$ cat config.mk
export PLATFORM = sky130hd
export DESIGN_NAME = alu4_reg
export DESIGN_NICKNAME = d
export VERILOG_FILES = /design/src/rtl/alu4_reg.sv
export SDC_FILE = /design/constraint.sdc
export NUM_CORES = 1
export LEC_CHECK = 0
export ABC_AREA = 1
export CAP_MARGIN = 20
export CORE_AREA = 2 2 39 41
export CTS_CLUSTER_SIZE = 14
export DETAILED_ROUTE_END_ITERATION = 8
export DIE_AREA = 0 0 41 43
export GPL_ROUTABILITY_DRIVEN = 1
export PLACE_DENSITY = 0.65
export SYNTH_ARGS = -nofsm -noshare
export SYNTH_HDL_FRONTEND = slang
export SYNTH_SLANG_ARGS = --single-unit
$ cat constraint.sdc
create_clock -name clk -period 0.8 [get_ports clk]
set_input_delay 0.2 -clock clk [delete_from_list [all_inputs] [get_ports clk]]
set_output_delay 0.2 -clock clk [all_outputs]
set_load 0.05 [all_outputs]
$ cat src/rtl/alu4_reg.sv
// Registered two-operation ALU (add / NAND) with equality and signed-overflow flags.
// Optional sticky overflow flag with clear input is enabled by defining ALU_OVF_STICKY_EN.
module alu4_reg #(
   parameter int WIDTH = 4
) (
   input  logic             clk,
   input  logic             rst_n,
`ifdef ALU_OVF_STICKY_EN
   input  logic             ovf_clr,
   output logic             ovf_sticky,
`endif
   input  logic             in_valid,
   input  logic [WIDTH-1:0] A,
   input  logic [WIDTH-1:0] B,
   input  logic             sel,
   output logic [WIDTH-1:0] RES,
   output logic             eq,
   output logic             ovf,
   output logic             out_valid
);

   localparam int MSB = WIDTH - 1;

   logic [WIDTH-1:0] res_q, res_d;
   logic             eq_q, eq_d;
   logic             ovf_q, ovf_d;
   logic             valid_q;

   logic [WIDTH-1:0] sumVal;
   logic [WIDTH-1:0] nandVal;
   logic             addOvf;

   assign sumVal  = A + B;
   assign nandVal = ~(A & B);
   assign addOvf  = (A[MSB] == B[MSB]) && (sumVal[MSB] != A[MSB]);

   // Outputs only move when a new operand set is accepted; otherwise they hold.
   always_comb begin
      res_d = res_q;
      eq_d  = eq_q;
      ovf_d = ovf_q;
      if (in_valid) begin
         res_d = sel ? nandVal : sumVal;
         eq_d  = (A == B);
         ovf_d = sel ? 1'b0 : addOvf;
      end
   end

   always_ff @(posedge clk or negedge rst_n) begin
      if (!rst_n) begin
         res_q   <= '0;
         eq_q    <= 1'b0;
         ovf_q   <= 1'b0;
         valid_q <= 1'b0;
      end else begin
         res_q   <= res_d;
         eq_q    <= eq_d;
         ovf_q   <= ovf_d;
         valid_q <= in_valid;
      end
   end

`ifdef ALU_OVF_STICKY_EN
   logic sticky_q, sticky_d;
   logic stickySet;

   // A publishing overflow beats a simultaneous clear so no event is lost.
   assign stickySet = in_valid && !sel && addOvf;

   always_comb begin
      sticky_d = sticky_q;
      if (ovf_clr) begin
         sticky_d = 1'b0;
      end
      if (stickySet) begin
         sticky_d = 1'b1;
      end
   end

   always_ff @(posedge clk or negedge rst_n) begin
      if (!rst_n) begin
         sticky_q <= 1'b0;
      end else begin
         sticky_q <= sticky_d;
      end
   end

   assign ovf_sticky = sticky_q;
`endif

   assign RES       = res_q;
   assign eq        = eq_q;
   assign ovf       = ovf_q;
   assign out_valid = valid_q;

endmodule

==> metrics.md <==
| Metric | Value |
|---|---|
| Residual DRC | 0 |
| Area delta synth->final | 113.8% |
| LEAKAGE | 0.4432 nW |
| Final nets | 104 |
| Number of port buffers | 18 |
| Vias per std cell | 4.863 |
| Max-cap violation count | 0 |
| Initial DRC Count | 8 |
| Antenna diodes | 0 |
| TritonCTS Buffers | 3 |
| Synthesized instance count | 55 |
| Logic pwr share | 48.3% |
| Initial antenna violation count | 0 |
| Clk_skew | 0 ps |
| Failing checks | negative setup slack |
| Hold-fix buffers, CTS | 0 |
| Post-route core utilization | 69.98% |
| Setup_tns | -2270 ps |
| Critical path peak fanout | 2 |
| Syn avg cell area | 8.235 µm² |
| Worst Tran Pin Value | 229.8 ps |
| Initial Utilization | between 30% and 40% |
| Core box area | roughly 0.0014 mm² |
| Synth warnings | 0 |
| CP required | 600 ps |
| Max Buffers Root-to-Sink | 2 |
| Drt pass-1 iters | 4 |
| Die H | 43 µm |
| Unique cell type count in the Yosys netlist | 15 |
| Final worst slack | -221.9 ps |
| Simple-Gate Fraction of Synth Area | 24.03% |
| Seq/Total Area, Yosys | 38.67% |
| Global-route wire length before repair | 2035 µm |
| RSZ-0062 raised after global routing | yes |
| I/O pin count | 19 |
| Placer Congestion | 0.7267 |
| Multiplexer share of the synthesized area | 0% |
| Crit path kind | reg2out |
| Detailed Route WL | 1289 µm |
| Adder-cell area share of the yosys netlist | between 10% and 20% |
| Synth Area in XOR/XNOR | 1.934% |
| Vias in the first global route | 496 |
| P per Cell Area | 1476 mW/mm² |
| Crit path DAT | 820 ps |
| Period utilization | 127.7% |
| Area fraction in compound gates after synthesis | approximately an eighth |
| Reg2reg path depth | 2 |
| CP Cell Sequence | buf_12 |
| Status | finished with violations |
| Cell at the root of the clock tree | clkbuf_4 |
| Max IR drop VDD | 1.250 mV |
| Largest net degree at the start of global routing | 8 |
| Crit. End Element | output port |
| Die extent in x | 41 µm |
| Clock power frac | a little over a fifth |
| CTS clock-pin slew for the worst setup and hold paths | ~50 ps |
| Fin. max-slew vios | 0 |
| Site Rows | 14 |
| Clk Latency, worst-skew pair | 240 ps |
| Deepest level of the CTS H-tree | 1 |
| Via Count | 496 |
| Switching power | 497.5 µW |
| Setup Viol. Count Final | 12 |
| # fillers | 105 |
| Max incr delay on CP | between 400 and 500 ps |
| Minimum clock period | 1022 ps |
| DR WL/cell | 12.64 µm |
| Share of layout cells above drive strength 1 | 67.44% |
| CP top delay family | flip-flops |
| WP buf/inv | 1 |
| Die area | about 0.0018 mm² |
| CTS tree | done |
| Total track usage | between 10% and 20% |
| Mapped Area | ~450 µm² |
| Fin. Hold Viols | 0 |
| Post-Synthesis Net Count | a little over 70 |
| CTS Sinks | 7 |
| Switching fraction of total power | 34.81% |
| Startpoint Class | flip-flop |
| Hold crit path type | in2async |
| Share of power burned in registers | 30.6% |
| Final ANT Viol Nets | 0 |
| Fmax | about 1 GHz |
| Slew HR | roughly 85% |
| Internal Power | 931.6 µW |
| Largest family of logic cells by synthesized area | simple AND/OR/NAND/NOR gates |
| Yosys reg bits | 7 |
| DPL Wire Length | 884.6 µm |
| Worst-path cell with the longest stage delay | dfrtp_2 |
| Grt ovf | 0 |
| Crit path depth | 1 |
## worst paths after layout
kind / from / endpoint / slack, ps
setup / recovery: eq / eq / -220
hold / removal: rst_n / ovf / 220
setup reg to reg: RES[1] / RES[1] / -80
hold reg to reg: ovf / ovf / 530
max in group asynchronous: rst_n / RES[2] / 440
min in group clk: A[0] / eq / 280
## logic make-up after synthesis
logic type | count (synthesis)
buf+inv | 8
flops | 7
simple gates | 24
compound gates | 10
xor+xnor | 1
fa+ha+maj | 5
## cell usage after synthesis
cell type / instances / share of area [%]
fa_1: 1 / 4.4
inv_1: 8 / 6.6
nand3b_1: 1 / 1.7
xor2_1: 1 / 1.9
o21ai_0: 2 / 2.2
nand3_2: 1 / 2.2
dfrtp_1: 7 / 39
a22o_1: 1 / 1.9
nand2_1: 10 / 8.3
o41ai_1: 1 / 1.9
o21a_1: 1 / 1.7
nor2_1: 5 / 4.1
nand3_1: 7 / 7.7
ha_1: 4 / 11
a21oi_1: 5 / 5.5
## layout by cell type (no fill, tap or decap), types with 3 or more instances in the layout
cell and instances:
nor2_1 4, inv_1 3, a21oi_1 3, clkbuf_4 3
nand2_2 3, buf_2 3, dfrtp_2 5, buf_6 5
inv_2 4, nand3_2 7, ha_4 4, buf_12 7
buf_4 8, nand2_1 6
## metrics by stage
step | setup slack [ps] | hold slack [ps] | instance area [µm²] | power [mW] | cells
floorplan | -382.7 | -95.59 | 515.5 | 0.7148 | 55
finish | -221.9 | 223.7 | 968.4 | 1.429 | 102
detailed placement | -939.6 | 487.7 | 838.3 | 1.026 | 96
global route | -258.7 | 224.2 | 968.4 | 1.523 | 102
CTS | -294.4 | 223.7 | 902.1 | 1.372 | 102
global placement | -914.0 | 484.3 | 838.3 | 1.016 | 96
## layer usage
| layer | part of all wire, % | GRT usage (%) | wire (µm) |
|---|---|---|---|
| met1 | 39 | 20.93 | 500 |
| met2 | 57 | 26.56 | 736 |
| met3 | 4.0 | 7.330 | 52 |
| met4 | 0 | 3.333 | 0 |
| met5 | 0 | 0 | 0 |
## area by class of cell
cell class              count  area, µm²  area share [%]
clock buffers               4      26.28           2.713
repair buffers             27      314.1           32.43
well taps                  16      20.02           2.067
inverters                   8      32.53           3.359
multi-input cells          40      394.1           40.70
flip-flops and latches      7      181.4           18.73
## power by group through the flow
stage	clock (mW)	sequential (mW)	combinational [mW]
2_1_floorplan	0	0.547	0.168
3_3_place_gp	0	0.442	0.575
3_5_place_dp	0	0.443	0.583
4_1_cts	0.313	0.437	0.622
5_1_grt	0.350	0.440	0.733
6_report	0.302	0.437	0.690
## sequential cells by signal, summed over array words and instances (netlist names)
| name | flops |
|---|---|
| RES | 4 |
| eq | 1 |
| out_valid | 1 |
| ovf | 1 |
## timing repair
action,4_1_cts,5_1_grt
buffers inserted,2,0
hold endpoints to repair,0,0
resized for setup,47,16
setup endpoints to repair,13,12
pin swaps,17,15
(Power assumes the default switching activity.)
